===== src/rtl/hazard_scoreboard_if.sv =====
// ID-stage hazard interface: instruction fields into the scoreboard, stall/forward/status out.
// master = ID stage driver, slave = hazard_scoreboard.
interface hazard_scoreboard_if #(
  parameter int unsigned REGW = 5,
  parameter int unsigned CNTW = 16,
  parameter int unsigned FSW  = 2
);
  logic            id_valid;
  logic [REGW-1:0] id_rs;
  logic [REGW-1:0] id_rt;
  logic            id_re1;
  logic            id_re2;
  logic [REGW-1:0] id_ws;
  logic            id_we;
  logic            id_is_load;
  logic            flush;
  logic            stall;
  logic [FSW-1:0]  fwd_a;
  logic [FSW-1:0]  fwd_b;
  logic [REGW-1:0] inflight;
  logic [CNTW-1:0] stall_cycles;

  modport master (
    output id_valid, id_rs, id_rt, id_re1, id_re2, id_ws, id_we, id_is_load, flush,
    input  stall, fwd_a, fwd_b, inflight, stall_cycles
  );

  modport slave (
    input  id_valid, id_rs, id_rt, id_re1, id_re2, id_ws, id_we, id_is_load, flush,
    output stall, fwd_a, fwd_b, inflight, stall_cycles
  );
endinterface


===== src/rtl/hazard_scoreboard.sv =====
// RAW hazard unit beside ID: shadow pipeline of DEPTH in-flight writers, stall/forward decode,
// saturating stall counter. Define HAZARD_FORWARDING_EN for forwarding mode (default: full interlock).
module hazard_scoreboard #(
  parameter int unsigned DEPTH = 3,
  parameter int unsigned REGW  = 5,
  parameter int unsigned CNTW  = 16,
  parameter int unsigned FSW   = 2
) (
  input  logic               clk,
  input  logic               rst,
  hazard_scoreboard_if.slave bus
);

  typedef struct packed {
    logic            v;
    logic            we;
    logic [REGW-1:0] ws;
    logic            ld;
  } slot_t;

  slot_t            slot_q [DEPTH];
  slot_t            slot_d [DEPTH];
  logic [CNTW-1:0]  stall_cycles_q;
  logic [CNTW-1:0]  stall_cycles_d;
  logic [DEPTH-1:0] match_a_c;
  logic [DEPTH-1:0] match_b_c;
  logic             stall_c;
  logic             issue_c;
  logic [FSW-1:0]   fwd_a_c;
  logic [FSW-1:0]   fwd_b_c;
  logic [REGW-1:0]  inflight_c;
  logic             unused_ld;

  // Per-slot source matches; r0 never matches and each source has its own read enable
  always_comb begin
    match_a_c = '0;
    match_b_c = '0;
    for (int i = 0; i < int'(DEPTH); i++) begin
      match_a_c[i] = bus.id_valid & bus.id_re1 & slot_q[i].v & slot_q[i].we
                   & (slot_q[i].ws == bus.id_rs) & (bus.id_rs != '0);
      match_b_c[i] = bus.id_valid & bus.id_re2 & slot_q[i].v & slot_q[i].we
                   & (slot_q[i].ws == bus.id_rt) & (bus.id_rt != '0);
    end
  end

`ifdef HAZARD_FORWARDING_EN
  // Only a load in EXE blocks; otherwise the youngest matching slot wins the forward mux
  always_comb begin
    stall_c = (match_a_c[0] | match_b_c[0]) & slot_q[0].ld;
    fwd_a_c = '0;
    fwd_b_c = '0;
    for (int i = int'(DEPTH) - 1; i >= 0; i--) begin
      if (match_a_c[i]) fwd_a_c = FSW'(i + 1);
      if (match_b_c[i]) fwd_b_c = FSW'(i + 1);
    end
  end
`else
  assign stall_c = |{match_a_c, match_b_c};
  assign fwd_a_c = '0;
  assign fwd_b_c = '0;
`endif

  assign issue_c = bus.id_valid & ~stall_c & ~bus.flush;

  // Shadow pipeline advance and stall counter next state
  always_comb begin
    slot_d[0] = '0;
    if (issue_c) begin
      slot_d[0] = '{v: 1'b1, we: bus.id_we, ws: bus.id_ws, ld: bus.id_is_load};
    end
    for (int i = 1; i < int'(DEPTH); i++) begin
      slot_d[i] = slot_q[i-1];
    end
    stall_cycles_d = stall_cycles_q;
    if (stall_c && (stall_cycles_q != '1)) begin
      stall_cycles_d = stall_cycles_q + CNTW'(1);
    end
  end

  // Live writer count; the ld bits beyond slot 0 only ride along
  always_comb begin
    inflight_c = '0;
    unused_ld  = 1'b0;
    for (int i = 0; i < int'(DEPTH); i++) begin
      if (slot_q[i].v && slot_q[i].we && (slot_q[i].ws != '0)) begin
        inflight_c = inflight_c + REGW'(1);
      end
      unused_ld = unused_ld ^ slot_q[i].ld;
    end
  end

  always_ff @(posedge clk) begin
    if (rst) begin
      for (int i = 0; i < int'(DEPTH); i++) begin
        slot_q[i] <= '0;
      end
      stall_cycles_q <= '0;
    end else begin
      for (int i = 0; i < int'(DEPTH); i++) begin
        slot_q[i] <= slot_d[i];
      end
      stall_cycles_q <= stall_cycles_d;
    end
  end

  assign bus.stall        = stall_c;
  assign bus.fwd_a        = fwd_a_c;
  assign bus.fwd_b        = fwd_b_c;
  assign bus.inflight     = inflight_c;
  assign bus.stall_cycles = stall_cycles_q;

endmodule

===== src/flat_wrapper.sv =====
// flat-port wrapper written by rule: the top's interface ports become plain ports
module hazard_scoreboard_flat 
#(
  parameter int unsigned DEPTH = 3,
  parameter int unsigned REGW  = 5,
  parameter int unsigned CNTW  = 16,
  parameter int unsigned FSW   = 2
)
  (clk, rst, bus_id_valid, bus_id_rs, bus_id_rt, bus_id_re1, bus_id_re2, bus_id_ws, bus_id_we, bus_id_is_load, bus_flush, bus_stall, bus_fwd_a, bus_fwd_b, bus_inflight, bus_stall_cycles);
  hazard_scoreboard_if #(.REGW(REGW), .CNTW(CNTW), .FSW(FSW)) bus_i ();
  input  logic clk;
  input  logic rst;
  input wire logic [$bits(bus_i.id_valid)-1:0] bus_id_valid;
  input wire logic [$bits(bus_i.id_rs)-1:0] bus_id_rs;
  input wire logic [$bits(bus_i.id_rt)-1:0] bus_id_rt;
  input wire logic [$bits(bus_i.id_re1)-1:0] bus_id_re1;
  input wire logic [$bits(bus_i.id_re2)-1:0] bus_id_re2;
  input wire logic [$bits(bus_i.id_ws)-1:0] bus_id_ws;
  input wire logic [$bits(bus_i.id_we)-1:0] bus_id_we;
  input wire logic [$bits(bus_i.id_is_load)-1:0] bus_id_is_load;
  input wire logic [$bits(bus_i.flush)-1:0] bus_flush;
  output wire logic [$bits(bus_i.stall)-1:0] bus_stall;
  output wire logic [$bits(bus_i.fwd_a)-1:0] bus_fwd_a;
  output wire logic [$bits(bus_i.fwd_b)-1:0] bus_fwd_b;
  output wire logic [$bits(bus_i.inflight)-1:0] bus_inflight;
  output wire logic [$bits(bus_i.stall_cycles)-1:0] bus_stall_cycles;
  assign bus_i.id_valid = bus_id_valid;
  assign bus_i.id_rs = bus_id_rs;
  assign bus_i.id_rt = bus_id_rt;
  assign bus_i.id_re1 = bus_id_re1;
  assign bus_i.id_re2 = bus_id_re2;
  assign bus_i.id_ws = bus_id_ws;
  assign bus_i.id_we = bus_id_we;
  assign bus_i.id_is_load = bus_id_is_load;
  assign bus_i.flush = bus_flush;
  assign bus_stall = bus_i.stall;
  assign bus_fwd_a = bus_i.fwd_a;
  assign bus_fwd_b = bus_i.fwd_b;
  assign bus_inflight = bus_i.inflight;
  assign bus_stall_cycles = bus_i.stall_cycles;
  hazard_scoreboard #(.DEPTH(DEPTH), .REGW(REGW), .CNTW(CNTW), .FSW(FSW)) u_core (.clk(clk), .rst(rst), .bus(bus_i));
endmodule

===== config.mk =====
export PLATFORM = sky130hd
export DESIGN_NAME = hazard_scoreboard_flat
export DESIGN_NICKNAME = d
export VERILOG_FILES = /design/src/rtl/hazard_scoreboard_if.sv /design/src/rtl/hazard_scoreboard.sv /design/src/flat_wrapper.sv
export SDC_FILE = /design/constraint.sdc
export NUM_CORES = 1
export LEC_CHECK = 0
export CAP_MARGIN = 20
export CORE_ASPECT_RATIO = 2
export CORE_MARGIN = 5
export CORE_UTILIZATION = 47
export CTS_BUF_LIST = sky130_fd_sc_hd__clkbuf_8
export CTS_CLUSTER_SIZE = 30
export DETAILED_ROUTE_END_ITERATION = 8
export PLACE_DENSITY = 0.87
export SYNTH_ARGS = -nofsm -noshare
export SYNTH_HDL_FRONTEND = slang
export SYNTH_SLANG_ARGS = --single-unit

===== constraint.sdc =====
create_clock -name clk -period 2.2 [get_ports clk]
set_clock_uncertainty 0.1 [all_clocks]
set_input_delay 0.55 -clock clk [delete_from_list [all_inputs] [get_ports clk]]
set_output_delay 0.55 -clock clk [all_outputs]
set_load 0.01 [all_outputs]

==> metrics.yaml, run 1 <==
run_status: "complete, but fails checks"
violated_checks: "negative setup slack"
cts_buffer_depth: 2
clk_root_buffer_cell: "sky130_fd_sc_hd__clkbuf_8"
post-place-cells: 359
dieWidth_microns: 58.5
max_freq_ghz: 0.392
final_min_period_over_clock_period_pct: 116
drt_pre_antenna_iters: 4
crit_required_ns: 1.55
layout.nets: 352
grt_start_max_net_pins: 33
clkTransAtPathRegs_ns: 0.07
routed-via-count: 2161
final_layout_size_suffix_gt1_share_pct: 46.8
yosys.area_share.xor_xnor_pct: 12.3
synth_sequential_area_ratio_pct: 33.5
hold_class: "reg2reg"
worst-endpoint-arrival_ns: 1.90
final_hold_viol_count: 0
numClockSinks: 37
synth_area_in_compound_gates_pct: 11.7
skew_pair_late_insertion_delay_ns: 0.29
floorplan.initialDensity_pct: 48.1
total_global_route_track_usage_pct: 23.0
cp-end-kind: "primary output"
synthDominantCellAreaShare_pct: 33.5
grt.overflow.total: 0
power_mw: 1.34
ys_ff_latch: 37
cts_buffers: 5
via_count_of_the_first_global_routing_pass: 2185
post_synth_fa_ha_maj_area_fraction_pct: 1.70
floorplan.die_area_sq_um: 6260
timing.final.crit_period_ns: 2.55
clock_tree.htree_level_count: 2
yosys.area_share.simple_pct: 27.0
synth-edff-count: 0
mapped_cell_area_sq_um: 2210
num_antenna_cells: 0
synthMostInstantiatedCell: "sky130_fd_sc_hd__dfxtp_1"
asyncSetResetFlopFracSynth_pct: 0
ys_warn_count: 0
largest_family_of_logic_cells_by_synthesized_area: "simple AND/OR/NAND/NOR gates"
p_leak_nw: 1.39
io_buffer_count: 41
synth_top_flop_cell: "sky130_fd_sc_hd__dfxtp_1"
routedWlPerCell_microns: 19.9
ant_nets: 0
critical_path.max_fanout: 2
reg2reg_setup_slack_ns: -0.22
synth.mux.area_fraction_pct: 7.98
unrepaired_setup_endpoints_after_global_routing: "true"
synthDistinctLibCells: 42
yosys.area.top_type: "sky130_fd_sc_hd__dfxtp_1"
design.portCount: 49
worstSetupStartpointType: "flip-flop"
fillers: 257
finalWirelength_microns: 7590
globalplace.congestion: 0.855
cts_tree: "done"
synthCells: 238
syn_to_final_growth_pct: 60.0
drt_iter0_drc: 83
core_area_sq_um: 4600
grt_first_pass_wirelength_microns: 10700
drc: 0
placementRows: 35
power_density_nw_per_um2: 378
dieHeight_microns: 107
slew_viol_final: 0
finish.utilization_pct: 76.9
route.detailed.vias_per_inst: 5.66
worst_slack_ns: -0.351
ys_top_cells_by_count: "sky130_fd_sc_hd__dfxtp_1, sky130_fd_sc_hd__nor2b_1, sky130_fd_sc_hd__xnor2_1"
max_cap_viol_count: 0
timing.setup.critical_path_class: "reg2out"
grt_antenna_before_repair: 0
yosys-top-cells-area: "sky130_fd_sc_hd__dfxtp_1, sky130_fd_sc_hd__xnor2_1, sky130_fd_sc_hd__nor2b_1"
pre_cts_ws_ns: -0.973
peakVddDrop_mv: 0.600
finalSetupViolCount: 19
finalNonFillerCells: 382
dpl.hpwl_microns: 4430
post_synth.cell_area_avg_sq_um: 9.28
[cell families after synthesis]
kind of cell | count (synthesis)
buffers and inverters | 21
XOR/XNOR | 31
AND/OR/NAND/NOR | 105
flip-flops | 37
multiplexers | 14
other | 1
AO/OA/AOI/OAI | 26
adder cells (fa/ha/maj) | 3
[cell usage in the layout, fill, tap and decap left out, drive strengths merged, types with 3 or more instances in the layout]
| master | instances |
|---|---|
| a2111oi | 4 |
| a211oi | 8 |
| a21oi | 4 |
| and2 | 6 |
| and3 | 3 |
| buf | 65 |
| clkbuf | 5 |
| clkdlybuf4s50 | 26 |
| conb | 6 |
| dfxtp | 37 |
| ha | 3 |
| inv | 6 |
| mux2 | 14 |
| nand2 | 10 |
| nand3 | 9 |
| nand4 | 11 |
| nor2 | 22 |
| nor2b | 27 |
| nor3 | 8 |
| or3 | 3 |
| or4 | 3 |
| xnor2 | 25 |
| xor2 | 6 |
[per-layer routing]
metal / track usage (%) / share of wire (%)
met1: 20.5 / 34
met4: 16.3 / 5.5
met3: 3.61 / 3.2
met5: 0 / 0
met2: 43.8 / 57
[worst max-delay path, cell delays in order (launching register included)]
cell and delay (ns):
sky130_fd_sc_hd__dfxtp_2 0.32, sky130_fd_sc_hd__or4_4 0.54, sky130_fd_sc_hd__nor2_4 0.13, sky130_fd_sc_hd__or2_4 0.15, sky130_fd_sc_hd__inv_2 0.04, sky130_fd_sc_hd__ha_2 0.18, sky130_fd_sc_hd__nand2_1 0.08, sky130_fd_sc_hd__nor2_1 0.04
sky130_fd_sc_hd__buf_2 0.13
[stage by stage]
step | cell area [sq um] | hold WS (ns) | TNS [ns]
floorplan | 2230 | 0.338 | -0.103
global placement | 2900 | 0.347 | -18.05
detailed placement | 2900 | 0.359 | -19.27
CTS | 3310 | 0.370 | -2.57
global route | 3540 | 0.394 | -4.08
finish | 3540 | 0.367 | -2.84
[area by class of cell]
| type | count | area [sq um] | share of cell area [%] |
|---|---|---|---|
| inverter | 5 | 18.8 | 0.531 |
| multi-input combinational | 185 | 1760 | 49.8 |
| clock buffer | 5 | 68.8 | 1.95 |
| clock inverter | 3 | 13.8 | 0.389 |
| tap | 55 | 68.8 | 1.95 |
| timing repair buffer | 92 | 853 | 24.1 |
| sequential | 37 | 751 | 21.2 |
[power by group]
part	leakage (nW)	total (mW)	switching, mW	internal (mW)
sequential	0.303	0.683	0.00553	0.677
combinational	1.04	0.193	0.0897	0.103
clock	0.0491	0.460	0.245	0.215
[worst paths after layout]
kind         cells past startpoint                                 endpoint                       startpoint
max                              8                          bus_inflight[2]   u_core.slot_q[0][4]$_SDFF_PP0_
min                              1          u_core.slot_q[0][15]$_SDFF_PP0_   u_core.slot_q[0][7]$_SDFF_PP0_
max reg2reg                      9  u_core.bus.stall_cycles[9]$_SDFFE_PP0P_  u_core.slot_q[0][13]$_SDFF_PP0_
min reg2reg                      1          u_core.slot_q[0][15]$_SDFF_PP0_   u_core.slot_q[0][7]$_SDFF_PP0_
[flip-flops by register name (all words and copies together), names as in the netlist]
name / flops
u_core.slot_q: 21
u_core.bus.stall_cycles: 16
[timing repair]
item                                   in CTS  in global routing
endpoints found under the hold margin       0                  0
resized for setup                         113                 50
setup buffers                              12                  2
gates cloned                                1                  0
hold buffers                                0                  0
pin swaps                                  13                 28
setup endpoints to repair                  27                 26
No activity file was read; power rests on OpenSTA's default activity.
==> inputs of run 2 (changes only) <==
Settings changed: CORE_MARGIN 5 to unset.
==> metrics.yaml, run 2 (synthesized netlist as in run 1, its figures left out) <==
fin_hold_ws_ns: 0.367  # about the same
finalSetupViolCount: 25  # was 19
pre_cts_ws_ns: -0.963  # was -0.973 ns
routed-via-count: 2179  # was 2161
final_hold_viol_count: 0  # unchanged
mostFrequentLayoutCells: "sky130_fd_sc_hd__buf_4, sky130_fd_sc_hd__dfxtp_1, sky130_fd_sc_hd__nor2b_1, sky130_fd_sc_hd__clkdlybuf4s50_1, sky130_fd_sc_hd__nor2_1"  # was sky130_fd_sc_hd__buf_4, sky130_fd_sc_hd__dfxtp_1, sky130_fd_sc_hd__nor2b_1
placementRows: 35  # unchanged
layout.cells.most_common: "sky130_fd_sc_hd__buf_4"  # unchanged
timing.final.crit_period_ns: 2.55  # about the same
crit_slowest_cell: "sky130_fd_sc_hd__or4_4"  # unchanged
max_freq_ghz: 0.392  # about the same
clock_tree.htree_level_count: 2  # unchanged
cp-end-kind: "primary output"  # unchanged
routedWlPerCell_microns: 18.6  # was 19.9 microns
worst_slack_ns: -0.351  # about the same
cts_buffer_depth: 2  # unchanged
cts.hold.buffers_added: 0  # unchanged
clkTransAtPathRegs_ns: 0.08  # was 0.07 ns
critical_path.max_fanout: 2  # unchanged
cts_tree: "done"  # unchanged
route.detailed.vias_per_inst: 5.62  # was 5.66
crit_required_ns: 1.55  # about the same
drt_pre_antenna_iters: 4  # unchanged
final_layout_size_suffix_gt1_share_pct: 45.9  # was 46.8%
grt.overflow.total: 0  # unchanged
run_status: "complete, but fails checks"  # unchanged
final_min_period_over_clock_period_pct: 116  # about the same
grt_first_pass_wirelength_microns: 10300  # was 10700 microns
p_leak_nw: 1.41  # was 1.39 nW
dieHeight_microns: 99.0  # was 107 microns
max_cap_viol_count: 0  # unchanged
finalWirelength_microns: 7230  # was 7590 microns
drt_iter0_drc: 40  # was 83
clk_root_buffer_cell: "sky130_fd_sc_hd__clkbuf_8"  # unchanged
worstSetupStartpointType: "flip-flop"  # unchanged
largest_register_ff_count: 21  # unchanged
dpl.hpwl_microns: 4200  # was 4430 microns
max_flop_register: "u_core.slot_q"  # unchanged
syn_to_final_growth_pct: 63.5  # was 60.0%
grt_start_max_net_pins: 24  # was 33
maximum_cell_stage_delay_along_the_critical_path_ns: 0.58  # was 0.54 ns
hold_class: "reg2reg"  # unchanged
worstPathCellList: "or4_4, nor2_4, or2_4, ha_4, xnor2_2, buf_2"  # was or4_4, nor2_4, or2_4, inv_2, ha_2, nand2_1, nor2_1, buf_2
drc: 0  # unchanged
globalplace.congestion: 0.905  # was 0.855
io_buffer_count: 41  # unchanged
dieWidth_microns: 50.5  # was 58.5 microns
grt_antenna_before_repair: 0  # unchanged
skew_pair_late_insertion_delay_ns: 0.31  # was 0.29 ns
ant_nets: 0  # unchanged
timing.setup.critical_path_class: "reg2out"  # unchanged
worst-endpoint-arrival_ns: 1.90  # about the same
total_global_route_track_usage_pct: 28.1  # was 23.0%
power_density_nw_per_um2: 410  # was 378 nW/um^2
slew_viol_final: 0  # unchanged
via_count_of_the_first_global_routing_pass: 2236  # was 2185
peakVddDrop_mv: 0.681  # was 0.600 mV
numClockSinks: 37  # unchanged
num_antenna_cells: 0  # unchanged
violated_checks: "negative setup slack"  # unchanged
layout.nets: 358  # was 352
floorplan.initialDensity_pct: 48.5  # was 48.1%
core_area_sq_um: 4550  # was 4600 sq um
cts_buffers: 5  # unchanged
power_mw: 1.48  # was 1.34 mW
floorplan.die_area_sq_um: 5000  # was 6260 sq um
fillers: 271  # was 257
design.portCount: 49  # unchanged
unrepaired_setup_endpoints_after_global_routing: "true"  # unchanged
[run 2: changes by cell type in the layout (fill, tap and decap cells not counted), sizes merged]
cell           delta
inv               -1
clkbuf            +1
clkinv            -1
dlygate4sd2       -1
buf               +5
bufinv            +1
clkdlybuf4s50     +1
clkinvlp          +1
[run 2: metrics by stage]
step / utilization, % / instances / TNS (ns) / area, sq um
floorplan: - / 243 / -0.103 / 2230
global placement: 64.3 / 364 / -18.27 / 2930
detailed placement: 64.3 / 364 / -19.04 / 2930
CTS: 74.0 / 384 / -2.35 / 3370
global route: 79.3 / 388 / -5.21 / 3610
finish: 79.3 / 388 / -3.79 / 3610
[run 2: power by group]
part	switching, mW	leakage, nW	total [mW]	internal, mW
Clock	0.268	0.0543	0.607	0.339
Sequential	0.00433	0.302	0.681	0.677
Combinational	0.0927	1.06	0.192	0.0993
[run 2: critical path: cells and delay by family, from the launching register on]
kind,cells,cell delay (ns)
fa+ha+maj,1,0.20
xor+xnor,1,0.12
simple gates,3,0.81
buf+inv,1,0.13
flops,1,0.33
[run 2: cell type report]
type | instances | area, sq um | share of cell area, %
inverter | 5 | 18.8 | 0.519
tap | 55 | 68.8 | 1.90
clock buffer | 5 | 68.8 | 1.90
multi-input combinational | 185 | 1790 | 49.5
timing repair buffer | 98 | 872 | 24.1
clock inverter | 3 | 46.3 | 1.28
sequential | 37 | 748 | 20.7
[run 2: final timing paths]
| check | start | endpoint | slack (ns) | depth (start not counted) |
|---|---|---|---|---|
| max | u_core.slot_q[0][11]$_SDFF_PP0_ | bus_inflight[0] | -0.35 | 6 |
| min | u_core.slot_q[0][6]$_SDFF_PP0_ | u_core.slot_q[0][14]$_SDFF_PP0_ | 0.37 | 1 |
| max reg2reg | u_core.slot_q[0][2]$_SDFF_PP0_ | u_core.bus.stall_cycles[7]$_SDFFE_PP0P_ | -0.22 | 10 |
| min reg2reg | u_core.slot_q[0][6]$_SDFF_PP0_ | u_core.slot_q[0][14]$_SDFF_PP0_ | 0.37 | 1 |
[run 2: per-layer routing]
metal  vias to the layer above  wire [microns]  GRT usage (%)
met5                         -               0              0
met4                         0             408           18.8
li1                       1001               -              -
met3                        32             229           3.40
met2                        80            4250           55.2
met1                      1066            2350           24.8
[run 2: repair_timing]
item | in CTS | in global routing
cloned | 1 | 0
pin swaps | 33 | 37
setup buffers | 11 | 5
endpoints found under the setup margin | 27 | 26
hold endpoints to repair | 0 | 0
gates resized for setup | 114 | 47
==> inputs of run 3 (changes only) <==
Settings changed: CORE_MARGIN set to 3.
==> metrics.yaml, run 3 (synthesized netlist as in run 1, its figures left out) <==
run_status: "complete, but fails checks"  # unchanged
violated_checks: "negative setup slack"  # unchanged
p_leak_nw: 1.48  # was 1.41 nW
routedWlPerCell_microns: 20.5  # was 18.6 microns
globalplace.congestion: 0.998  # was 0.905
cp-end-kind: "primary output"  # unchanged
design.portCount: 49  # unchanged
dieWidth_microns: 54.5  # was 50.5 microns
cts_buffer_depth: 2  # unchanged
dpl.hpwl_microns: 4430  # was 4200 microns
finalSetupViolCount: 20  # was 25
cts_tree: "done"  # unchanged
clkTransAtPathRegs_ns: 0.07  # was 0.08 ns
grt.overflow.total: 0  # unchanged
unrepaired_setup_endpoints_after_global_routing: "true"  # unchanged
drc: 0  # unchanged
cts_buffers: 5  # unchanged
timing.setup.critical_path_class: "reg2out"  # unchanged
largest_register_ff_count: 21  # unchanged
reg2regPathDepth: 10  # unchanged
cts.hold.buffers_added: 0  # unchanged
io_buffer_count: 41  # unchanged
final_min_period_over_clock_period_pct: 114  # was 116%
layout.nets: 356  # was 358
mostFrequentLayoutCells: "sky130_fd_sc_hd__buf_4, sky130_fd_sc_hd__nor2b_1, sky130_fd_sc_hd__buf_6, sky130_fd_sc_hd__clkdlybuf4s50_1, sky130_fd_sc_hd__dfxtp_1"  # was sky130_fd_sc_hd__buf_4, sky130_fd_sc_hd__dfxtp_1, sky130_fd_sc_hd__nor2b_1, sky130_fd_sc_hd__clkdlybuf4s50_1, sky130_fd_sc_hd__nor2_1
ant_nets: 0  # unchanged
drt_pre_antenna_iters: 7  # was 4
hold-path-cell-count: 1  # unchanged
route.detailed.vias_per_inst: 5.89  # was 5.62
pwr-share-comb_pct: 15.1  # was 13.0%
numClockSinks: 37  # unchanged
slew_viol_final: 0  # unchanged
crit_required_ns: 1.55  # about the same
clock_tree.htree_level_count: 2  # unchanged
via_count_of_the_first_global_routing_pass: 2382  # was 2236
finalWirelength_microns: 7900  # was 7230 microns
final_layout_size_suffix_gt1_share_pct: 49.8  # was 45.9%
placementRows: 34  # was 35
internal-power_mw: 1.00  # was 1.12 mW
power.net_switching_mw: 0.340  # was 0.365 mW
num_antenna_cells: 0  # unchanged
layout.cells.most_common: "sky130_fd_sc_hd__buf_4"  # unchanged
worst-endpoint-arrival_ns: 1.86  # was 1.90 ns
skew_pair_late_insertion_delay_ns: 0.29  # was 0.31 ns
worstSetupStartpointType: "flip-flop"  # unchanged
drt_iter0_drc: 65  # was 40
sw_frac_of_total_pct: 25.3  # was 24.7%
floorplan.die_area_sq_um: 5610  # was 5000 sq um
routed-via-count: 2266  # was 2179
grt_first_pass_wirelength_microns: 11000  # was 10300 microns
hold_class: "reg2reg"  # unchanged
timing.final.crit_period_ns: 2.51  # was 2.55 ns
grt_start_max_net_pins: 26  # was 24
max_flop_register: "u_core.slot_q"  # unchanged
fin_hold_ws_ns: 0.368  # was 0.367 ns
power_density_nw_per_um2: 367  # was 410 nW/um^2
dieHeight_microns: 103  # was 99.0 microns
critical_path.max_fanout: 2  # unchanged
grt_antenna_before_repair: 0  # unchanged
floorplan.initialDensity_pct: 49.9  # was 48.5%
clk_root_buffer_cell: "sky130_fd_sc_hd__clkbuf_8"  # unchanged
pre_cts_ws_ns: -0.926  # was -0.963 ns
max_cap_viol_count: 0  # unchanged
total_global_route_track_usage_pct: 27.6  # was 28.1%
core_area_sq_um: 4420  # was 4550 sq um
finalNonFillerCells: 385  # was 388
peakVddDrop_mv: 0.645  # was 0.681 mV
seq_power_share_pct: 50.9  # was 46.0%
post-place-cells: 365  # was 364
max_freq_ghz: 0.399  # was 0.392 GHz
finish.utilization_pct: 82.6  # was 79.3%
final_hold_viol_count: 0  # unchanged
power.clock.fraction_pct: 34.0  # was 41.0%
worst_slack_ns: -0.309  # was -0.351 ns
syn_to_final_growth_pct: 65.3  # was 63.5%
==> run 3: cell count changes in the layout (fill, tap and decap cells not counted), moves of 3 or more <==
| cell | before | now |
|---|---|---|
| sky130_fd_sc_hd__buf_4 | 42 | 32 |
| sky130_fd_sc_hd__buf_6 | 17 | 26 |
| sky130_fd_sc_hd__dfxtp_1 | 31 | 25 |
| sky130_fd_sc_hd__dfxtp_2 | 6 | 12 |
| sky130_fd_sc_hd__inv_1 | 3 | 6 |
| sky130_fd_sc_hd__xnor2_1 | 9 | 2 |
| sky130_fd_sc_hd__xnor2_2 | 15 | 22 |
==> run 3: area by class of cell <==
type                    instances  area (sq um)
clock buffers                   5          68.8
flip-flops and latches         37           756
multi-input cells             185          1830
clock inverters                 3          13.8
fillers                       247           772
well taps                      54          67.6
inverters                       5          18.8
repair buffers                 96           897
==> run 3: final timing paths <==
kind	slack [ns]	from	endpoint
max reg2reg	-0.26	u_core.slot_q[0][4]$_SDFF_PP0_	u_core.bus.stall_cycles[5]$_SDFFE_PP0P_
max	-0.31	u_core.slot_q[0][13]$_SDFF_PP0_	bus_inflight[0]
min	0.37	u_core.slot_q[0][15]$_SDFF_PP0_	u_core.slot_q[0][23]$_SDFF_PP0_
min reg2reg	0.37	u_core.slot_q[0][15]$_SDFF_PP0_	u_core.slot_q[0][23]$_SDFF_PP0_
==> run 3: metal layers <==
layer / vias to the layer above / share of wire (%) / track usage [%]
met1: 1101 / 30 / 24.4
met4: 0 / 9.7 / 24.8
li1: 1000 / - / -
met2: 113 / 55 / 49.5
met5: - / 0 / 0
met3: 52 / 4.4 / 4.34
==> run 3: metrics by stage <==
stage,power (mW),setup TNS [ns],cell area (sq um)
floorplan,0.773,-0.103,2230
global placement,0.840,-18.31,2930
detailed placement,0.844,-18.50,2930
CTS,1.30,-1.80,3320
global route,1.39,-5.21,3650
finish,1.34,-3.80,3650
==> run 3: power groups by stage <==
| stage | registers (mW) | logic, mW | clock network, mW |
|---|---|---|---|
| floorplan | 0.698 | 0.0752 | 0 |
| finish | 0.682 | 0.203 | 0.455 |
| global placement | 0.695 | 0.145 | 0 |
| detailed placement | 0.696 | 0.149 | 0 |
| global route | 0.683 | 0.216 | 0.491 |
| CTS | 0.681 | 0.161 | 0.458 |
==> run 3: worst max-delay path: stages, from the launching register on <==
cell and delay (ns):
sky130_fd_sc_hd__dfxtp_2 0.32, sky130_fd_sc_hd__or4_4 0.56, sky130_fd_sc_hd__nor2_2 0.10, sky130_fd_sc_hd__or2_4 0.14, sky130_fd_sc_hd__ha_4 0.21, sky130_fd_sc_hd__xnor2_2 0.12
sky130_fd_sc_hd__buf_2 0.13
==> run 3: timing repair <==
item | in CTS | in global routing
setup buffers | 10 | 3
endpoints found under the hold margin | 0 | 0
endpoints found under the setup margin | 27 | 26
gates resized for setup | 123 | 67
pin swaps | 20 | 45
gates cloned | 1 | 0
